--- src/rtl/sm_pkg.sv ---
// Shared definitions for the sign-magnitude datapath: default width,
// FSM state encodings and helpers that split an SM word into its fields.
package sm_pkg;

  localparam int SM_N = 4;

  typedef logic [1:0] state_t;

  localparam state_t S_IDLE = 2'd0;
  localparam state_t S_RUN  = 2'd1;
  localparam state_t S_DONE = 2'd2;

  // Sign bit of an SM word at the default width.
  function automatic logic sm_sign(input logic [SM_N:0] w);
    return w[SM_N];
  endfunction

  // Magnitude field of an SM word at the default width.
  function automatic logic [SM_N-1:0] sm_mag(input logic [SM_N:0] w);
    return w[SM_N-1:0];
  endfunction

endpackage

--- src/rtl/comparator.sv ---
// Unsigned magnitude comparator: gt is set when a is strictly greater than b.
module comparator #(
  parameter int n = 4
) (
  input  logic [n-1:0] a,
  input  logic [n-1:0] b,
  output logic         gt
);

  assign gt = (a > b);

endmodule

--- src/rtl/sm_bit_slice.sv ---
// One bit of the serial adder: full adder whose B input is inverted when
// sub is set, so L + ~S + 1 (carry-in seeded by the parent) yields L - S.
module sm_bit_slice (
  input  logic l,
  input  logic s,
  input  logic sub,
  input  logic cin,
  output logic r,
  output logic cout
);

  logic s_eff;

  assign s_eff = s ^ sub;
  assign r     = l ^ s_eff ^ cin;
  assign cout  = (l & s_eff) | (l & cin) | (s_eff & cin);

endmodule

--- src/rtl/sm_serial_addsub.sv ---
// Bit-serial sign-magnitude add/subtract. The operand with the larger
// magnitude is placed in L so a subtraction never needs a final negate;
// the sign is then known up front and only the -0 case is fixed at the end.
// Requires N >= 2.
module sm_serial_addsub
  import sm_pkg::*;
#(
  parameter int N = SM_N
) (
  input  logic         clk,
  input  logic         rst_n,
  input  logic         in_valid,
  output logic         in_ready,
  input  logic [N:0]   a,
  input  logic [N:0]   b,
  input  logic         op,
  output logic         out_valid,
  input  logic         out_ready,
  output logic [N:0]   result,
  output logic         ovflw
);

  localparam int CW = (N > 1) ? $clog2(N) : 1;
  localparam logic [CW-1:0] LAST = CW'(N - 1);

  state_t        state, next_state;
  logic [N-1:0]  l_q, s_q, acc_q;
  logic          carry_q, sub_q, sign_q;
  logic [CW-1:0] bitcnt_q;

  logic          accept, last_bit;
  logic          swap, sb, sub_in;
  logic          r_bit, c_out;
  logic [N-1:0]  mag_next;

  assign sb     = b[N] ^ op;
  assign sub_in = a[N] ^ sb;
  assign accept = in_valid & in_ready;
  assign last_bit = (state == S_RUN) && (bitcnt_q == LAST);
  assign mag_next = {r_bit, acc_q[N-1:1]};

  comparator #(.n(N)) u_cmp (
    .a  (b[N-1:0]),
    .b  (a[N-1:0]),
    .gt (swap)
  );

  sm_bit_slice u_slice (
    .l    (l_q[0]),
    .s    (s_q[0]),
    .sub  (sub_q),
    .cin  (carry_q),
    .r    (r_bit),
    .cout (c_out)
  );

  // State register.
  always_ff @(posedge clk or negedge rst_n) begin
    // NOTE: flops use non-blocking assignments so every register samples
    // pre-edge values regardless of block ordering.
    if (!rst_n) state <= S_IDLE;
    else        state <= next_state;
  end

  // Next-state logic: accept in IDLE, N bit cycles in RUN, wait for consumer in DONE.
  always_comb begin
    // NOTE: default assignment first so no path leaves next_state unassigned
    // (which would infer a latch).
    next_state = state;
    case (state)
      S_IDLE:  if (accept)    next_state = S_RUN;
      S_RUN:   if (last_bit)  next_state = S_DONE;
      S_DONE:  if (out_ready) next_state = S_IDLE;
      default:                next_state = S_IDLE;
    endcase
  end

  // Handshake outputs decoded from the state.
  always_comb begin
    in_ready  = (state == S_IDLE);
    out_valid = (state == S_DONE);
  end

  // Datapath: operand load/ordering, serial shift, and result capture on DONE entry.
  always_ff @(posedge clk or negedge rst_n) begin
    if (!rst_n) begin
      l_q      <= '0;
      s_q      <= '0;
      acc_q    <= '0;
      carry_q  <= 1'b0;
      sub_q    <= 1'b0;
      sign_q   <= 1'b0;
      bitcnt_q <= '0;
      result   <= '0;
      ovflw    <= 1'b0;
    end else if (accept) begin
      l_q      <= swap ? b[N-1:0] : a[N-1:0];
      s_q      <= swap ? a[N-1:0] : b[N-1:0];
      sub_q    <= sub_in;
      sign_q   <= swap ? sb : a[N];
      carry_q  <= sub_in;
      bitcnt_q <= '0;
    end else if (state == S_RUN) begin
      l_q      <= l_q >> 1;
      s_q      <= s_q >> 1;
      carry_q  <= c_out;
      acc_q    <= mag_next;
      bitcnt_q <= last_bit ? '0 : bitcnt_q + 1'b1;
      if (last_bit) begin
        // A zero magnitude always reports +0.
        result <= {sign_q & (|mag_next), mag_next};
        ovflw  <= ~sub_q & c_out;
      end
    end
  end

endmodule

--- config.mk ---
export PLATFORM = sky130hd
export DESIGN_NAME = sm_serial_addsub
export DESIGN_NICKNAME = d
export VERILOG_FILES = /design/src/rtl/sm_pkg.sv /design/src/rtl/comparator.sv /design/src/rtl/sm_bit_slice.sv /design/src/rtl/sm_serial_addsub.sv
export SDC_FILE = /design/constraint.sdc
export NUM_CORES = 1
export LEC_CHECK = 0
export BUFFER_PORTS_ARGS = -buffer_cell sky130_fd_sc_hd__buf_2
export CORE_UTILIZATION = 60
export CTS_BUF_LIST = sky130_fd_sc_hd__clkbuf_4
export CTS_CLUSTER_DIAMETER = 60
export DETAILED_ROUTE_END_ITERATION = 8
export PLACE_DENSITY = 0.92
export SLEW_MARGIN = 10
export SYNTH_ARGS = -nofsm -noshare
export SYNTH_HDL_FRONTEND = slang
export SYNTH_SLANG_ARGS = --single-unit
--- constraint.sdc ---
create_clock -name clk -period 4.85 [get_ports clk]
set_input_delay 0.485 -clock clk [delete_from_list [all_inputs] [get_ports clk]]
set_output_delay 0.485 -clock clk [all_outputs]
set_load 0.01 [all_outputs]
# After elaboration in Yosys (flattened, before gate mapping)
# Index checks and enable logic that the tools add are counted.
dict set report totals {
  register_bits 25
  latch_bits 0
  ramBits 0
  mem_bits_ro 0
  input_bits 15
  out_inout_bits 8
  word_cells 56
  n_memories 0
}
dict set report classes {
  add_sub_neg 1
  mul 0
  n_div 0
  n_lt_le_gt_ge 1
  eq_ne 6
  n_shift 0
  n_mux 16
  n_bitwise 15
  reduce_logical 7
}
# operator n
set ops {}
lappend ops {{$mux W4} 6}
lappend ops {{$mux W2} 6}
lappend ops {{$and A1 B1 Y1} 6}
lappend ops {{$pmux W2 S3} 1}
lappend ops {{$reduce_and A3 Y1} 2}
lappend ops {{$xor A1 B1 Y1} 5}
lappend ops {{$eq A2 B2 Y1 const B} 2}
lappend ops {{$gt A4 B4 Y1} 1}
lappend ops {{$ne A2 B1 Y1 const B} 2}
lappend ops {{$reduce_or A4 Y1} 1}
lappend ops {{$mux W1} 3}
lappend ops {{$add A2 B1 Y2 const B} 1}
lappend ops {{$eq A2 B1 Y1 const B} 1}
lappend ops {{$logic_not A2 Y1} 1}
lappend ops {{$ne A2 B2 Y1 const B} 1}
lappend ops {{$not A1 Y1} 2}
lappend ops {{$or A1 B1 Y1} 2}
lappend ops {{$reduce_and A2 Y1} 1}
lappend ops {{$reduce_bool A2 Y1} 1}
lappend ops {{$logic_and A1 B1 Y1} 1}

# Depth between registers and ports, before layout
dict set report logic_depth {
  word_depth 6
  mapped_depth 6
}

# By module
# Synthesis repeated with hierarchy kept, for this count alone.
dict set report hier_totals {
  cells_unflattened 116
  hier_area_um2 1248.7
}
# mod n_inst cells_each area_each_um2 seq_area_each_um2
set by_module_without_submodules {}
lappend by_module_without_submodules {sm_serial_addsub 1 97 1106.1 600.6}
lappend by_module_without_submodules {comparator 1 13 98.8 0.0}
lappend by_module_without_submodules {sm_bit_slice 1 6 43.8 0.0}

# Worst setup path before layout
# Ideal clock, no wire load.
dict set report synth_path {
  path_kind {input-to-reg}
  start {input a[3]}
  end {register l_q[0]}
  setup_time_ps 123
  arrival_time_ps 1597
  setup_slack_ps 3130
  cell_stages 6
  n_path_buf 0
  path_cell_list {inv_1 -> ha_1 -> and4_1 -> nor2b_1 -> a21oi_2 -> o221a_1}
}
dict set report synth_via {
  elab_chain_len 3
}
# item line_no
set synth_lines {}
lappend synth_lines {{start, declared} sm_serial_addsub.sv:14} ;# input logic [N:0] a,
lappend synth_lines {{$gt A4 B4 Y1} comparator.sv:10} ;# assign gt = (a > b);
lappend synth_lines {{$mux W4} sm_serial_addsub.sv:97} ;# l_q <= swap ? b[N-1:0] : a[N-1:0];
lappend synth_lines {{$mux W4} sm_serial_addsub.sv:96} ;# end else if (accept) begin
lappend synth_lines {{end signal, assigned} sm_serial_addsub.sv:97}
lappend synth_lines {{end signal, assigned} sm_serial_addsub.sv:104} ;# l_q <= l_q >> 1;
lappend synth_lines {{end, declared} sm_serial_addsub.sv:27} ;# logic [N-1:0] l_q, s_q, acc_q;
# Every way passes these cells.
# A chain may end at the register's enable or synchronous reset.

# Worst setup path in the final report
dict set report layout_path {
  start {input a[3]}
  end {register s_q[1]}
}
dict set report layout_via {
  elab_chain_len 3
}
# item line_no
set layout_lines {}
lappend layout_lines {{$gt A4 B4 Y1} comparator.sv:10}
lappend layout_lines {{$mux W4} sm_serial_addsub.sv:98} ;# s_q <= swap ? a[N-1:0] : b[N-1:0];
lappend layout_lines {{$mux W4} sm_serial_addsub.sv:96}
lappend layout_lines {{end signal, assigned} sm_serial_addsub.sv:98}
lappend layout_lines {{end signal, assigned} sm_serial_addsub.sv:105} ;# s_q <= s_q >> 1;
lappend layout_lines {{end, declared} sm_serial_addsub.sv:27}
# Every way passes these cells.

==> out/metrics.csv <==
stage;metric;value;unit
logic_synthesis;Gate Count Post-Synth;117;
setup_path;crit path kind;input port to flip-flop;
power_and_ir_drop;PwrDens;597.8;mW/mm2
place;placer congestion estimate;0.8152;
layout;layout cell share with drive strength beyond 1;23.57;%
clocking;Root Driver;clkbuf_4;
sta;Sum Neg Setup Slack;0;ns
clocking;clk slew on worst S/H paths;0.13;ns
sta;Max Fclk;588.4;MHz
setup_path;FF-to-FF setup slack;3.16;ns
setup_path;maximum fanout along the worst path;7;
run;maxcap violations;0;
die;Starting Density;63.33;%
routing;DRT iter0 DRCs;15;
global_route;vias in the first global route;903;
logic_synthesis;flop and latch count out of synthesis;24;
setup_path;CP Cell Sequence;buf_2, inv_1, ha_1, and4_1, nor2b_1, a21oi_2, o221a_1;
clocking;CTS H-tree lvls;1;
setup_path;Data required, critical path;5.11;ns
clocking;Clock Path Buffers;2;
power_and_ir_drop;Peak supply drop;313.6;uV
sta;Final min period;1.699;ns
setup_path;CP Capture Type;flip-flop;
setup_path;CP peak stage delay;0.36;ns
routing;final wirelength;2407;um
routing;Via density;5.934;
clocking;post_cts resized;0;
place;IO Port Bufs;22;
sta;Max-slew headroom;65.83;%
setup_path;R2R depth;4;
sta;final setup margin;3.151;ns
setup_path;Slowest-stage cell, CP;ha_1;
global_route;total gr overflow;0;
setup_path;Worst Setup SP;a[3];
global_route;first-pass GRT wire length;3698;um
min_path;Hold WC Path Type;input port to async pin;
logic_synthesis;average cell area after synthesis;10.62;um2
logic_synthesis;Ys Warns;0;
routing;Detailed Routing Iterations Pass 1;4;
place;post-DP HPWL;1854;um
routing;DRC;0;
routing;drt wl/cell;14.41;um
logic_synthesis;Yosys cell types;33;
clocking;CTS tree;yes;
global_route;GRT Util Overall;24.09;%
clocking;Post-CTS Setup Bufs;0;
power_and_ir_drop;Leak;0.6877;nW
setup_path;RR Startpoint;state[0];
logic_synthesis;syn_nets;138;
logic_synthesis;area of the mapped netlist;0.001242;mm2
die;core footprint;0.001962;mm2
layout;Area Overhead vs Synth;12.19;%
sta;Final Hold Fails;0;
die;full die area;0.002257;mm2
sta;unrepaired setup endpoints after global routing;no;
clocking;hold_buf cts;0;
layout;antenna diode count;0;
die;Die Y;47.51;um
sta;Slew @ Worst Pin;0.5125;ns
logic_synthesis;Seq/Total Area, Yosys;48.34;%
setup_path;RR Endpoint;s_q[1];
run_status;status;completed;
clocking;CTS Buf Count;3;
clocking;Skew-Pair Late Insertion Delay;0.31;ns
place;dpl ws;2.819;ns
setup_path;crit path capture;s_q[1];
setup_path;Setup crit start kind;input port;
sta;Slew Viols, Final;0;
global_route;antenna violations before repair;0;
die;die width;47.51;um
die;boundary pin count;23;
sta;worst clock skew;0.006263;ns
sta;Final setup violation count;0;
routing;vias;991;
setup_path;Arr. time, crit path;1.96;ns
clocking;# clock sinks;24;
sta;fin crit share;35.04;%
die;row count;16;
layout;# nets final;162;
routing;Antenna Nets Post-Route;0;
global_route;maximum number of pins on one net before global-route repair;25;
cell type report:
class,instances,area (um2)
clock buffers,3,22.52
clock inverters,1,3.754
fillers,167,568.0
inverters,9,33.78
multi-input cells,81,589.3
flip-flops and latches,24,600.6
well taps,27,33.78
repair buffers,22,110.1
layout by cell type, fill, tap and decap left out, drive strengths merged:
master  netlist  routed
a211oi        1       1
a21o          1       1
a21oi         4       4
a22o          1       1
a22oi         1       1
and4          1       1
buf           1      22
clkbuf        2       3
clkinv        0       1
dfrtp        24      24
fa            1       1
ha            5       5
inv           9       9
mux2          3       3
nand2        17      17
nand2b        2       2
nor2          7       7
nor2b         3       3
o211a         1       1
o211ai        3       3
o21ai         6       6
o221a         6       6
o221ai        2       2
o22a          5       5
o31ai         4       4
o41ai         1       1
or2           1       1
or2b          1       1
or3b          1       1
xnor2         2       2
xor2          1       1
logic make-up (layout without fill, tap and decap cells):
family          count (synthesis)  in the layout  share of synthesized area, %
xor+xnor                        3              3                         2.115
mux                             3              3                         2.719
simple gates                   33             33                         12.69
fa+ha+maj                       6              6                         6.647
flops                          24             24                         48.34
buf+inv                        12             35                         4.230
compound gates                 36             36                         23.26
registers in the layout, summed over array words and instances (netlist names):
signal,flops
result,5
l_q,4
s_q,4
acc_q,3
bitcnt_q,2
state,2
carry_q,1
ovflw,1
sign_q,1
sub_q,1
worst max-delay path, delay by kind of cell:
kind | cells | cell delay (ns)
AOI/OAI and AO/OA | 2 | 0.53
and+or+nand+nor | 2 | 0.43
buffers and inverters | 2 | 0.15
adders and majority gates | 1 | 0.36
worst min path at each step:
stage / start / to / slack (ns) / cells after the start
6_report: rst_n / result[0] / 0.12 / 1
5_1_grt: rst_n / result[0] / 0.16 / 1
4_1_cts: rst_n / result[0] / 0.13 / 1
3_5_place_dp: result[4] / result[4] / 0.47 / 2
3_3_place_gp: ovflw / ovflw / 0.46 / 2
2_1_floorplan: rst_n / acc_q[1] / 0.19 / 0
synthesized netlist by cell type (all sizes together):
library cell,number,share of area [%]
o22a,5,3.5
a22o,1,0.71
a22oi,1,0.60
o221a,6,5.4
or2,1,0.50
o31ai,4,2.4
clkbuf,2,0.60
a211oi,1,0.60
xnor2,2,1.4
ha,5,5.0
o211ai,3,1.8
inv,9,2.7
xor2,1,0.71
o221ai,2,1.4
nor2,7,2.5
o211a,1,0.81
dfrtp,24,48
nand2b,2,1.0
and4,1,0.71
or2b,1,0.60
fa,1,1.6
a21o,1,0.60
o21ai,6,2.7
mux2,3,2.7
a21oi,4,1.9
nor2b,3,1.5
o41ai,1,0.71
or3b,1,0.71
nand2,17,5.1
buf,1,0.91
power breakdown:
part           internal, mW  leakage, nW  switching (mW)
registers             0.294        0.297          0.0604
clock network        0.0301       0.0154          0.0581
logic                 0.188        0.375           0.203
per-layer routing:
metal | track usage [%] | vias to the layer above | wire length, um
met5 | 0 | - | 0
met3 | 2.264 | 4 | 82
met4 | 12.00 | 0 | 46
met2 | 43.29 | 28 | 1247
met1 | 28.54 | 485 | 1030
li1 | - | 474 | -
stage by stage:
step	util, %	cells	total power [mW]	cell area (um2)	hold WS, ns
final	71.05	167	0.8332	1394	0.1183
after global placement	69.71	163	0.7260	1368	0.4579
after global routing	71.05	167	0.9009	1394	0.1600
after floorplan	-	117	0.6468	1242	0.1894
after detailed placement	69.71	163	0.7503	1368	0.4657
after CTS	71.05	167	0.8374	1394	0.1307
Power figures use the tool's default switching activity.
